### src/rtl/ped_request_ctrl.sv
// Pedestrian button front end: sync, debounce, request pulse, timed WALK.
// Optional re-pulse of an unanswered request: define PED_RETRY_EN.
module ped_request_ctrl #(
    parameter int DEBOUNCE_CYCLES = 4,
    parameter int WALK_CYCLES     = 8,
    parameter int TIMEOUT_CYCLES  = 16
) (
    input  logic                             clk,
    input  logic                             reset_n,
    input  logic                             button,
    input  logic                             ped_light,
    output logic                             ped_toggle,
    output logic                             req_pending,
    output logic                             walk,
    output logic [$clog2(WALK_CYCLES+1)-1:0] walk_count,
    output logic [7:0]                       served_count,
    output logic                             fault
);

    localparam int DW = $clog2(DEBOUNCE_CYCLES + 1);
    localparam int WW = $clog2(WALK_CYCLES + 1);

    if (DEBOUNCE_CYCLES < 1 || WALK_CYCLES < 1 || TIMEOUT_CYCLES < 2) begin : gBadCfg
        $error("ped_request_ctrl: parameter out of range");
    end

    typedef enum logic [1:0] {
        IDLE,
        REQ,
        WALK,
        RELEASE
    } state_t;

    state_t        state;
    logic          sync1;
    logic          btnS;
    logic [DW-1:0] debCount;
    logic          debLevel;
    logic          deb;
    logic          pressEvt;

    // pressEvt marks the edge on which deb rises, so the pulse lines up with it
    assign deb      = debLevel & btnS;
    assign pressEvt = btnS && (debCount == DW'(DEBOUNCE_CYCLES - 1));

    always_ff @(posedge clk or negedge reset_n) begin
        if (!reset_n) begin
            sync1    <= 1'b0;
            btnS     <= 1'b0;
            debCount <= '0;
            debLevel <= 1'b0;
        end else begin
            sync1 <= button;
            btnS  <= sync1;
            if (!btnS) begin
                debCount <= '0;
                debLevel <= 1'b0;
            end else if (debCount != DW'(DEBOUNCE_CYCLES)) begin
                debCount <= debCount + 1'b1;
                if (pressEvt) debLevel <= 1'b1;
            end
        end
    end

`ifdef PED_RETRY_EN
    localparam int TW = $clog2(TIMEOUT_CYCLES);
    logic [TW-1:0] retryTimer;
`endif

    always_ff @(posedge clk or negedge reset_n) begin
        if (!reset_n) begin
            state        <= IDLE;
            ped_toggle   <= 1'b0;
            req_pending  <= 1'b0;
            walk         <= 1'b0;
            walk_count   <= '0;
            served_count <= '0;
            fault        <= 1'b0;
`ifdef PED_RETRY_EN
            retryTimer   <= '0;
`endif
        end else begin
            ped_toggle <= 1'b0;
            unique case (state)
                IDLE: begin
                    if (ped_light) fault <= 1'b1;
                    if (pressEvt) begin
                        state       <= REQ;
                        ped_toggle  <= 1'b1;
                        req_pending <= 1'b1;
`ifdef PED_RETRY_EN
                        retryTimer  <= '0;
`endif
                    end
                end
                REQ: begin
                    if (ped_light) begin
                        state        <= WALK;
                        req_pending  <= 1'b0;
                        walk         <= 1'b1;
                        walk_count   <= WW'(WALK_CYCLES);
                        served_count <= served_count + 8'd1;
                    end
`ifdef PED_RETRY_EN
                    else if (retryTimer == TW'(TIMEOUT_CYCLES - 1)) begin
                        ped_toggle <= 1'b1;
                        retryTimer <= '0;
                    end else begin
                        retryTimer <= retryTimer + 1'b1;
                    end
`endif
                end
                WALK: begin
                    walk_count <= walk_count - 1'b1;
                    if (walk_count == WW'(1)) begin
                        walk  <= 1'b0;
                        state <= deb ? RELEASE : IDLE;
                    end
                end
                RELEASE: begin
                    // held button must drop before a new request can start
                    if (ped_light) fault <= 1'b1;
                    if (!deb) state <= IDLE;
                end
                default: state <= IDLE;
            endcase
        end
    end

endmodule

### config.mk
export PLATFORM = sky130hd
export DESIGN_NAME = ped_request_ctrl
export DESIGN_NICKNAME = d
export VERILOG_FILES = /design/src/rtl/ped_request_ctrl.sv
export SDC_FILE = /design/constraint.sdc
export NUM_CORES = 1
export LEC_CHECK = 0
export BUFFER_PORTS_ARGS = -buffer_cell sky130_fd_sc_hd__buf_2
export CELL_PAD_IN_SITES_DETAIL_PLACEMENT = 0
export CELL_PAD_IN_SITES_GLOBAL_PLACEMENT = 1
export CORE_MARGIN = 10
export CORE_UTILIZATION = 38
export DETAILED_ROUTE_END_ITERATION = 10
export PLACE_DENSITY = 0.78
export SYNTH_ARGS = -nofsm -noshare
export SYNTH_HDL_FRONTEND = slang
export SYNTH_SLANG_ARGS = --single-unit
### constraint.sdc
create_clock -name clk -period 1.65 [get_ports clk]
set_clock_uncertainty 0.05 [all_clocks]
set_input_delay 0.165 -clock clk [delete_from_list [all_inputs] [get_ports clk]]
set_output_delay 0.165 -clock clk [all_outputs]
set_load 0.05 [all_outputs]
== Word-level counts from Yosys, hierarchy flattened ==
Cells that the tools add are included.

* Eq/ne operators: 12
* $add $sub $neg: 3
* Bitwise gates (word level): 1
* Reductions and logical operators: 12
* Mux-type cells: 20

{| class="wikitable"
|+ Operators with widths
! operator !! count
|-
| 2-bit two-way mux || 5
|-
| 8-bit by 1-bit adder with 8-bit output, second input constant || 1
|-
| 1-bit two-way mux || 8
|-
| 2-bit inequality test, second input constant || 4
|-
| 2-bit case mux with 4 select lines || 1
|-
| 4-bit case mux with 2 select lines || 1
|-
| 2-bit AND reduction || 4
|-
| 3-bit two-way mux || 2
|-
| 3-bit AND reduction || 2
|-
| 2-bit == test, second input constant || 2
|-
| 4-bit by 1-bit == test with 1-bit output, second input constant || 1
|-
| 4-bit two-way mux || 1
|-
| 2-bit by 1-bit inequality test with 1-bit output, second input constant || 2
|-
| 1-bit case mux with 2 select lines || 2
|-
| 4-bit AND reduction || 1
|-
| 2-bit nonzero test || 2
|-
| 4-bit by 1-bit subtractor with 4-bit output, second input constant || 1
|-
| 3-bit by 1-bit adder with 3-bit output, second input constant || 1
|-
| 3-bit by 2-bit == test with 1-bit output, second input constant || 1
|-
| 3-bit inequality test, second input constant || 1
|-
| 2-bit by 1-bit == test with 1-bit output, second input constant || 1
|-
| 2-bit zero test || 1
|-
| 2-bit OR reduction || 1
|-
| 1-bit AND || 1
|-
| 1-bit logical AND || 1
|}

* Bits of input ports: 4
* Bits in registers: 24

== Logic depth before layout (Yosys ltp) ==
* Depth after elaboration: 5
* Mapped depth: 6

== Worst setup path before layout ==
No wires, ideal clock.

* Kind: register -> register
* Start point: register walk_count[0]
* End point: register state[1]
* Data arrival time: 1.924 ns
* Required time: 1.518 ns
* Clock period less this slack: 2.056 ns
* Cell stages (with the launch flop): 6
* Setup slack: -0.406 ns
* Cells stage by stage: dfrtp_1 ha_1 or3b_4 a2111oi_4 a21oi_1 a31oi_1

* Word-level cells in the longest chain between the ends: 3

{| class="wikitable"
|+ RTL lines
! what !! RTL line !! RTL
|-
| from (decl) || 15 || <nowiki>output logic [$clog2(WALK_CYCLES+1)-1:0] walk_count,</nowiki>
|-
| from (signal assigned) || 101 || <nowiki>walk_count <= WW'(WALK_CYCLES);</nowiki>
|-
| from (signal assigned) || 114 || <nowiki>walk_count <= walk_count - 1'b1;</nowiki>
|-
| 4-bit by 1-bit == test with 1-bit output || 115 || <nowiki>if (walk_count == WW'(1)) begin</nowiki>
|-
| 2-bit inequality test (no line) || - ||
|-
| 4-bit AND reduction (no line) || - ||
|-
| to (signal assigned) || 117 || <nowiki>state <= deb ? RELEASE : IDLE;</nowiki>
|-
| to (decl) || 34 || <nowiki>state_t state;</nowiki>
|}

Every way passes these cells.
A chain may end at the register's enable or synchronous reset.

== Final worst setup path ==
* Start point: register walk_count[1]
* End point: register state[1]

The elaborated chain is that of the path after synthesis.

==> results.md <==
* VDD IR max at 734 uV
* Int Pwr at 1.60 mW
* Critical Path Source Type: flop
* M1 WL at 1170 um
* Metal3 WL at 113 um
* Fin. max-slew vios at 0
* Yosys warnings at 0
* Vias in the first global route at 957
* Adder-Cell Fraction of Synth Area at 0.115
* Worst path max stage delay at 430 ps
* Flops & latches, synth at 24
* Non-Filler Instances at 191
* WS Path Type: reg2reg
* Max clock buf depth at 2
* 1st-iter DRT viols at 44
* Root buffer cell: clkbuf_4
* Row count at 20
* Met2 wire len at 1140 um
* Combinational Power Share at 0.566
* Final ANT Viol Nets at 0
* Post-Syn Area at 1190 um^2
* Final nets at 163
* Layout cell share with drive strength beyond 1 at 0.340
* Min Hold Slack at 131 ps
* H-tree depth at 1
* Pleak at 0.738 nW
* Placer's final routability congestion estimate at 0.807
* Port Buf Inserts at 19
* Final Cell Area at 1530 um^2
* Hpwl dp at 1830 um
* Largest family of logic cells by synthesized area: simple AND/OR/NAND/NOR gates
* Clock Latency Late Sink at 310 ps
* Syn avg cell area at 10.8 um^2
* Slew HR at 0.640
* Post-placement cell count at 182
* PwrDens at 1950 nW/um^2
* Total track usage at 0.0878
* Initial antenna violation count at 0
* Ratio of final minimum period to clock period at 1.07
* Status: finished, violations left
* Die area at 5780 um^2
* Top Metal Used: met4
* Distinct cells, synth at 29
* Crit. End Element: flop
* Fillers at 284
* Ports at 20
* Synth Area in Compound Gates at 0.126
* Total grt overflow at 0
* Sink Count at 24
* Worst-Margin Slew at 540 ps
* Reg power frac at 0.331
* Simple-gate share of the synthesized area at 0.141
* Synthesized Nets at 125
* Via density at 4.69
* Critical Path AT at 1910 ps
* Clk network pwr share at 0.103
* DR vias at 896
* Register area share after synthesis at 0.504
* Sw Ratio at 0.463
* Worst-path clk slew at 130 ps
* Die W at 76.0 um
* CP max stage cell: dfrtp_2
* Area growth, synth to finish at 28.0%
* Std-Cell Core Area at 3030 um^2
* Final setup violation count at 2
* DR WL/cell at 12.8 um
* Post-synthesis xor/xnor area fraction at 0.0588
* Mux cell area share after synthesis at 0.0178
* Initial core utilization at 0.394
* Die Height at 76.0 um
* Critical Path, Cell by Cell: inv_2, ha_4, or3b_4, a2111oi_4, buf_4, a31oi_1
* Worst-path maximum fanout at 3
* Data required, critical path at 1800 ps
* RSZ-0062 raised after global routing: yes
* Final WL at 2440 um
* TritonRoute pass-1 iters at 4
* Failing checks: negative setup slack
* DP Area at 1420 um^2
* # DRC at 0
* Synth Instances at 110
* Max Cap Violations at 0
* CTS tree: built
* CTS buffer count at 3
* Largest net degree at the start of global routing at 25
* Fmax at 567 MHz
* Final Hold Vio Count at 0
* First-pass GRT wire length at 4400 um
* # diodes at 0
* Multi-input logic area at 576 um^2
* Final WS setup at -113 ps
* Period minus WS final at 1760 ps
* Worst Hold Class: in2reg
* FF/Latch Area at 606 um^2
* Net switching power at 1.38 mW
* Setup TNS at -209 ps
-- synthesized netlist by cell type --
library cell / count / area, um^2
a2111oi_4: 1 / 27.5
a211oi_1: 1 / 7.51
a21boi_0: 3 / 22.5
a21o_1: 1 / 7.51
a21oi_1: 4 / 20.0
a22o_2: 1 / 10.0
a2bb2oi_1: 1 / 8.76
a31oi_1: 2 / 12.5
and2_1: 2 / 12.5
and3_1: 3 / 18.8
clkbuf_1: 1 / 3.75
dfrtp_1: 24 / 601
ha_1: 11 / 138
inv_1: 11 / 41.3
mux2_2: 1 / 11.3
mux2i_1: 1 / 10.0
nand2_1: 8 / 30.0
nand2b_1: 1 / 6.26
nand3_1: 8 / 40.0
nand4_1: 1 / 6.26
nor2_1: 5 / 18.8
nor2b_1: 2 / 12.5
nor3_1: 1 / 5.00
o21ai_0: 5 / 25.0
o41ai_1: 1 / 8.76
or2_2: 1 / 6.26
or3b_4: 1 / 11.3
xnor2_1: 6 / 52.6
xor2_1: 2 / 17.5
-- kinds of logic after synthesis --
family,count (synthesis)
XOR/XNOR,8
adder cells (fa/ha/maj),11
multiplexers,2
AND/OR/NAND/NOR,33
buffers and inverters,12
AO/OA/AOI/OAI,20
flip-flops,24
-- final timing paths --
| kind | slack, ps | cells after the start | start | to |
|---|---|---|---|---|
| max in group asynchronous | 850 | 2 | reset_n | walk_count[1] |
| min in group asynchronous | 310 | 2 | reset_n | walk_count[3] |
| setup reg to reg | -110 | 6 | walk_count[1] | state[1] |
| hold reg to reg | 310 | 0 | sync1 | btnS |
| setup / recovery | -110 | 6 | walk_count[1] | state[1] |
| hold / removal | 130 | 2 | ped_light | fault |
-- area by class of cell --
cell class              count  area share
well taps                  44      0.0361
inverters                  11      0.0270
multi-input cells          74       0.377
clock buffers               4      0.0238
repair buffers             34       0.139
flip-flops and latches     24       0.397
-- cell usage in the layout (no fill, tap or decap), types with 3 or more instances in the layout --
cell,instances
nand2_1,8
ha_1,9
a21boi_0,3
dfrtp_2,4
xnor2_1,6
o21ai_0,4
dfrtp_1,20
clkbuf_4,3
nor2_1,5
inv_1,9
nand3_1,8
a21oi_1,4
buf_4,13
buf_2,19
and3_1,3
-- sequential cells by signal, indices dropped and copies added, names as in the netlist --
register,flops
debCount,3
walk,1
walk_count,4
btnS,1
req_pending,1
sync1,1
fault,1
state,2
debLevel,1
served_count,8
ped_toggle,1
-- critical path: cells and delay by family (launching register included) --
kind,cells,cell delay (ps)
adder cells (fa/ha/maj),1,120
buffers and inverters,2,260
AO/OA/AOI/OAI,2,420
flip-flops,1,430
AND/OR/NAND/NOR,1,380
-- power by group through the flow --
stage	Combinational (mW)	Sequential (mW)	Clock, mW
2_1_floorplan	0.670	1.39	0
3_3_place_gp	1.54	0.969	0
3_5_place_dp	1.58	0.979	0
4_1_cts	1.64	0.977	0.318
5_1_grt	1.88	1.02	0.349
6_report	1.68	0.984	0.305
-- stage by stage --
| step | total power [mW] | util | setup slack (ps) |
|---|---|---|---|
| 2_1_floorplan | 2.06 | - | -179 |
| 3_3_place_gp | 2.51 | 0.468 | -50.7 |
| 3_5_place_dp | 2.56 | 0.468 | -91.5 |
| 4_1_cts | 2.93 | 0.497 | -93.8 |
| 5_1_grt | 3.25 | 0.504 | -210 |
| 6_report | 2.97 | 0.504 | -113 |
-- routing by layer --
| metal | up-vias | track usage |
|---|---|---|
| met5 | - | 0 |
| met1 | 425 | 0.110 |
| li1 | 449 | - |
| met2 | 20 | 0.144 |
| met3 | 2 | 0.0283 |
| met4 | 0 | 0.0170 |
-- what timing repair did --
item,CTS,global route
pin swaps,3,1
buffers inserted,1,2
endpoints found under the hold margin,25,0
cloned,0,0
setup endpoints to repair,4,7
resized for setup,5,4
hold buffers,2,0
(Power assumes the default switching activity.)
